===== src/rtl/ternary_requant_drain.sv =====
// Requantization drain: acc * scale[ch], rounded arithmetic shift, saturate to ACT_BITS, small output FIFO.
// Optional ReLU stage is built only when TPU_REQUANT_RELU_EN is defined.
module ternary_requant_drain #(
  parameter int ACC_BITS   = 32,
  parameter int ACT_BITS   = 16,
  parameter int SCALE_BITS = 16,
  parameter int NUM_CH     = 64,
  parameter int FIFO_DEPTH = 4,
  localparam int CW        = $clog2(NUM_CH)
) (
  input  logic                         clk,
  input  logic                         rst_n,
  input  logic                         clear,
  input  logic                         acc_valid,
  output logic                         acc_ready,
  input  logic signed [ACC_BITS-1:0]   acc_data,
  input  logic                         acc_sat,
  input  logic                         scale_we,
  input  logic [CW-1:0]                scale_addr,
  input  logic [SCALE_BITS-1:0]        scale_data,
  input  logic [5:0]                   shift,
  input  logic                         relu_en,
  output logic                         out_valid,
  input  logic                         out_ready,
  output logic signed [ACT_BITS-1:0]   out_data,
  output logic [CW-1:0]                out_ch,
  output logic                         out_last,
  output logic [15:0]                  sat_count
);

  localparam int PW = ACC_BITS + SCALE_BITS + 1;
  localparam int EW = PW + 1;
  localparam int AW = $clog2(FIFO_DEPTH);

  localparam logic signed [EW-1:0] MAXV = {{(EW-ACT_BITS+1){1'b0}}, {(ACT_BITS-1){1'b1}}};
  localparam logic signed [EW-1:0] MINV = {{(EW-ACT_BITS+1){1'b1}}, {(ACT_BITS-1){1'b0}}};

  typedef struct packed {
    logic signed [ACT_BITS-1:0] data;
    logic [CW-1:0]              ch;
    logic                       last;
  } entry_t;

  logic [SCALE_BITS-1:0] scale_q [NUM_CH];
  logic [CW-1:0]         ch_q, ch_d;

  logic                  s1_valid_q;
  logic signed [PW-1:0]  s1_prod_q;
  logic [CW-1:0]         s1_ch_q;
  logic                  s1_sat_q;

  entry_t                mem_q [FIFO_DEPTH];
  logic [AW-1:0]         wr_q, rd_q;
  logic [AW:0]           cnt_q, cnt_d;
  logic [15:0]           sat_q, sat_d;

  logic                  accept, push, pop;
  logic signed [PW-1:0]  a_ext, s_ext, prod;
  logic signed [EW-1:0]  bias, rnd, shd;
  logic signed [ACT_BITS-1:0] res;
  logic                  sat2;
  entry_t                new_entry;
  logic [AW+1:0]         occupancy;

  // Ready depends only on registered occupancy, never on out_ready.
  assign occupancy = {1'b0, cnt_q} + (AW+2)'(s1_valid_q);
  assign acc_ready = occupancy < (AW+2)'(FIFO_DEPTH);
  assign accept    = acc_valid && acc_ready;

  assign out_valid = (cnt_q != '0);
  assign out_data  = mem_q[rd_q].data;
  assign out_ch    = mem_q[rd_q].ch;
  assign out_last  = mem_q[rd_q].last;
  assign sat_count = sat_q;

  assign pop  = out_valid && out_ready;
  assign push = s1_valid_q && !clear;

  assign a_ext = {{(PW-ACC_BITS){acc_data[ACC_BITS-1]}}, acc_data};
  assign s_ext = {{(PW-SCALE_BITS){1'b0}}, scale_q[ch_q]};
  assign prod  = a_ext * s_ext;

`ifndef TPU_REQUANT_RELU_EN
  logic relu_unused;
  assign relu_unused = relu_en;
`endif

  // Bias is kept only while it lands below the sign bit; larger shifts leave pure sign fill.
  always_comb begin
    bias = '0;
    if (shift != '0 && int'(shift) <= PW) bias = EW'(1) << (shift - 6'd1);
    rnd = EW'(s1_prod_q) + bias;
    shd = rnd >>> shift;
`ifdef TPU_REQUANT_RELU_EN
    if (relu_en && shd[EW-1]) shd = '0;
`endif
    sat2 = 1'b0;
    res  = shd[ACT_BITS-1:0];
    if (shd > MAXV) begin
      sat2 = 1'b1;
      res  = MAXV[ACT_BITS-1:0];
    end else if (shd < MINV) begin
      sat2 = 1'b1;
      res  = MINV[ACT_BITS-1:0];
    end
    new_entry.data = res;
    new_entry.ch   = s1_ch_q;
    new_entry.last = (s1_ch_q == CW'(NUM_CH-1));
  end

  always_comb begin
    ch_d = ch_q;
    if (accept) ch_d = (ch_q == CW'(NUM_CH-1)) ? '0 : ch_q + CW'(1);
    cnt_d = cnt_q;
    case ({push, pop})
      2'b10:   cnt_d = cnt_q + (AW+1)'(1);
      2'b01:   cnt_d = cnt_q - (AW+1)'(1);
      default: cnt_d = cnt_q;
    endcase
    sat_d = sat_q;
    if (s1_valid_q && (sat2 || s1_sat_q) && sat_q != 16'hFFFF) sat_d = sat_q + 16'd1;
  end

  always_ff @(posedge clk or negedge rst_n) begin
    if (!rst_n) begin
      for (int unsigned i = 0; i < NUM_CH; i++) scale_q[i] <= SCALE_BITS'(1);
      for (int unsigned i = 0; i < FIFO_DEPTH; i++) mem_q[i] <= '0;
      ch_q       <= '0;
      s1_valid_q <= 1'b0;
      s1_prod_q  <= '0;
      s1_ch_q    <= '0;
      s1_sat_q   <= 1'b0;
      wr_q       <= '0;
      rd_q       <= '0;
      cnt_q      <= '0;
      sat_q      <= '0;
    end else begin
      if (scale_we) scale_q[scale_addr] <= scale_data;
      if (clear) begin
        ch_q       <= '0;
        s1_valid_q <= 1'b0;
        s1_sat_q   <= 1'b0;
        wr_q       <= '0;
        rd_q       <= '0;
        cnt_q      <= '0;
        sat_q      <= '0;
      end else begin
        ch_q       <= ch_d;
        s1_valid_q <= accept;
        if (accept) begin
          s1_prod_q <= prod;
          s1_ch_q   <= ch_q;
          s1_sat_q  <= acc_sat;
        end
        if (push) begin
          mem_q[wr_q] <= new_entry;
          wr_q        <= wr_q + AW'(1);
        end
        if (pop) rd_q <= rd_q + AW'(1);
        cnt_q <= cnt_d;
        sat_q <= sat_d;
      end
    end
  end

endmodule


===== config.mk =====
export PLATFORM = sky130hd
export DESIGN_NAME = ternary_requant_drain
export DESIGN_NICKNAME = d
export VERILOG_FILES = /design/src/rtl/ternary_requant_drain.sv
export SDC_FILE = /design/constraint.sdc
export NUM_CORES = 2
export LEC_CHECK = 0
export ABC_AREA = 1
export BUFFER_PORTS_ARGS = -buffer_cell sky130_fd_sc_hd__buf_2
export CAP_MARGIN = 5
export CORE_MARGIN = 4
export CORE_UTILIZATION = 40
export CTS_CLUSTER_DIAMETER = 30
export DETAILED_ROUTE_END_ITERATION = 16
export PLACE_DENSITY_LB_ADDON = 0.08
export SYNTH_ARGS = -nofsm -noshare
export SYNTH_HDL_FRONTEND = slang
export SYNTH_SLANG_ARGS = --single-unit

===== constraint.sdc =====
create_clock -name clk -period 13.5 [get_ports clk]
set_input_delay 0.675 -clock clk [delete_from_list [all_inputs] [get_ports clk]]
set_output_delay 0.675 -clock clk [all_outputs]
set_load 0.01 [all_outputs]

==> reports/results.tsv <==
stage	metric	value	unit
yosys	dominant synthesized flop cell	dfrtp_1	
yosys	post-synth cell types	50	
timing	max-slew violations	0	
detailed_routing	Routed WL per cell	21.1	um
cells_and_area	Area Growth Syn to Fin	17.0	%
timing	fin crit share	0.795	
detailed_routing	DRT Wirelength	274000	um
worst_setup_path	Worst setup EP type	register	
status	status	finished clean	
cts	CTS Buffer Depth	4	
placement	Area after DPL	81000	um^2
worst_setup_path	CP endpoint	s1_prod_q[43]	
timing	minimum clock period	10740	ps
worst_setup_path	Worst Path Max Fanout	94	
floorplan	initial core utilization	0.402	
cts	Post-CTS Hold Fix Bufs	2	
yosys	Synth async-reset ratio	1.00	
floorplan	Core ar.	195000	um^2
global_routing	Tot GR Track Use	0.267	
timing	Slew @ Worst Pin	1270	ps
cts	clock transition at the registers of the reported paths	40	ps
yosys	cell with the most instances after synthesis	nand2_1	
timing	Clock Skews	97.8	ps
yosys	Syn. warnings	0	
floorplan	Row Count	162	
worst_setup_path	Critical R2R Launch	ch_q[0]	
timing	# setup viols final	0	
placement	IO Port Bufs	107	
floorplan	chip height	451	um
worst_setup_path	critical path depth	33	
yosys	leading area contributor after synthesis	dfrtp_1	
yosys	Synth top area share	0.363	
yosys	register bit total from synthesis	1202	
worst_setup_path	critical path arrival	11440	ps
worst_setup_path	Most Frequent Cell on Critical Path	fa_1	
cts	CTS sink count	1202	
yosys	Post-Syn Nets	10900	
detailed_routing	residual DRC count	0	
placement	Post-DP HPWL	184000	um
worst_setup_path	Slowest-stage cell, CP	o311ai_0	
yosys	Syn Area/Cell	7.70	um^2
yosys	Synth Instances	10200	
yosys	Synth top cells by count	2,381 x nand2_1, 1,844 x o21ai_0, 1,138 x dfrtp_1, 1,127 x nor2_1, 1,010 x inv_1	
detailed_routing	DR vias	69600	
global_routing	antenna violations before repair	13	
yosys	top post-synthesis cells by area	dfrtp_1 36%, fa_1 13%, o21ai_0 12%, nand2_1 11%, nor2_1 5.4%	
global_routing	number of global-route vias before repair	67900	
cts	CTS tree	built	
global_routing	first-pass GRT wire length	423000	um
timing	count of final hold-check violations	0	
worst_setup_path	critical path type	register to register	
cts	clock latency at the later pin of the worst-skew pair	930	ps
global_routing	GRT Residual Overflow	0	
yosys	Synth Cell Area	78600	um^2
cells_and_area	share of post-route cells with drive strength above 1	0.0868	
floorplan	io pins	109	
flow_run	Max Cap Viol	0	
floorplan	Die ar.	204000	um^2
worst_setup_path	r2r setup slk	2760	ps
worst_setup_path	Required @ worst endpoint	14210	ps
timing	setup TNS	0	ps
worst_setup_path	kind of cell adding the most delay to the critical path	compound AO/OA/AOI/OAI gates	
worst_setup_path	critical path's largest stage delay	1080	ps
worst_hold_path	hold crit path type	primary input to register	
cts	Num CTS Buffers	333	
worst_setup_path	Critical Path Start Type	register	
cts	H-tree depth	5	
cts	PostCTS Resize Cnt	0	
detailed_routing	via/cell ratio	5.37	
worst_setup_path	r2r worst-path depth	33	
yosys	number of synthesized flops with an enable pin	0	
global_routing	largest net degree at the start of global routing	152	
placement	routability cong.	0.914	
timing	f_max	93.1	MHz
cts	setup bufs post-CTS	0	
yosys	part of the Yosys area used for sequential elements	0.384	
floorplan	die width	451	um
detailed_routing	antenna-violating nets left	0	
cts	Root Buffer	clkbuf_16	
worst_setup_path	FF-to-FF End	s1_prod_q[43]	
cells_and_area	cell area after layout	91900	um^2
worst_setup_path	Bufs and invs on worst path	7	
timing	Relative slew margins	0.144	
detailed_routing	DRT iter0 DRCs	6534	
detailed_routing	DR pass1 iterations	6	
cells_and_area	fin nets	10800	
worst_setup_path	Worst setup startpoint	ch_q[0]	
timing	RSZ-0062 raised after global routing	false	
worst min-delay path, stage by stage:
cell and delay, ps:
buf_2 100, nand3_1 110, a21oi_1 80
final cells by class:
cell class | instances | area (um^2)
multi-input cells | 7268 | 41900
repair buffers | 252 | 1760
clock inverters | 126 | 1470
inverters | 1031 | 3880
well taps | 2624 | 3280
fillers | 19500 | 103000
clock buffers | 459 | 9420
flip-flops and latches | 1202 | 30200
diodes | 6 | 15.0
sequential cells by signal, summed over array words and instances (netlist names):
signal and cells:
ch_q 6, cnt_q 3, mem_q 92, rd_q 2, s1_ch_q 6, s1_prod_q 49, s1_sat_q 1, s1_valid_q 1
sat_count 16, scale_q 1024, wr_q 2
kinds of logic after synthesis:
kind of cell    synth area share
simple gates               0.202
compound gates             0.168
buf+inv                   0.0834
flops                      0.384
fa+ha+maj                  0.153
xor+xnor                 0.00992
cell usage in the layout (no fill, tap or decap), types with 6 or more instances in the layout:
cell	Yosys	final
o21ai_0	1844	1844
o32ai_1	9	9
inv_6	0	6
buf_2	9	106
nand3_1	387	387
ha_1	172	172
diode_2	0	6
nor2_2	3	12
xnor2_1	38	38
clkinv_1	10	11
inv_1	1010	989
o21ai_1	19	19
xor2_1	51	51
nor2_1	1127	1118
inv_2	11	28
nand4_1	39	39
nand2_2	6	6
dfstp_2	64	64
buf_4	6	134
o22ai_1	235	235
clkinv_2	0	70
nor3_1	46	46
o211ai_1	22	22
clkinvlp_4	0	15
bufinv_16	0	28
o221ai_1	47	47
clkbuf_16	0	338
clkbuf_1	645	70
fa_1	491	491
dfrtp_1	1138	1133
and2_1	10	10
nor4_1	10	9
nand2_1	2381	2381
o21a_1	8	8
o21bai_1	13	13
clkbuf_8	0	51
a21oi_1	250	250
buf_12	0	10
a31oi_1	17	17
layer usage:
layer	vias to the layer above	track usage	routed length, um
met5	-	0	0
met4	0	0.0719	6540
met3	370	0.0452	17800
met2	2267	0.397	118000
met1	34300	0.402	131000
li1	32700	-	-
how the worst min path moves through the flow:
stage | startpoint | end | slack [ps] | cells past startpoint
final | out_ready | rd_q[1] | 120 | 3
after global routing | out_ready | rd_q[1] | 90 | 3
after CTS | out_ready | rd_q[1] | 50 | 3
after detailed placement | mem_q[44] | mem_q[44] | 460 | 2
after global placement | mem_q[42] | mem_q[42] | 460 | 2
after floorplan | rst_n | ch_q[0] | 380 | 0
metrics by stage:
| step | instances | utilization | setup WS (ps) | hold slack (ps) |
|---|---|---|---|---|
| after floorplan | 10200 | - | 5410 | 379 |
| after global placement | 12400 | 0.415 | 2880 | 457 |
| after detailed placement | 12400 | 0.415 | 2830 | 460 |
| after CTS | 13000 | 0.471 | 2800 | 51.1 |
| after global routing | 13000 | 0.471 | 2130 | 94.1 |
| final | 13000 | 0.471 | 2760 | 117 |
Power is left out: the tool's default activity adds up to more than one toggle a clock period on the data nets, which glitch-free logic cannot reach.
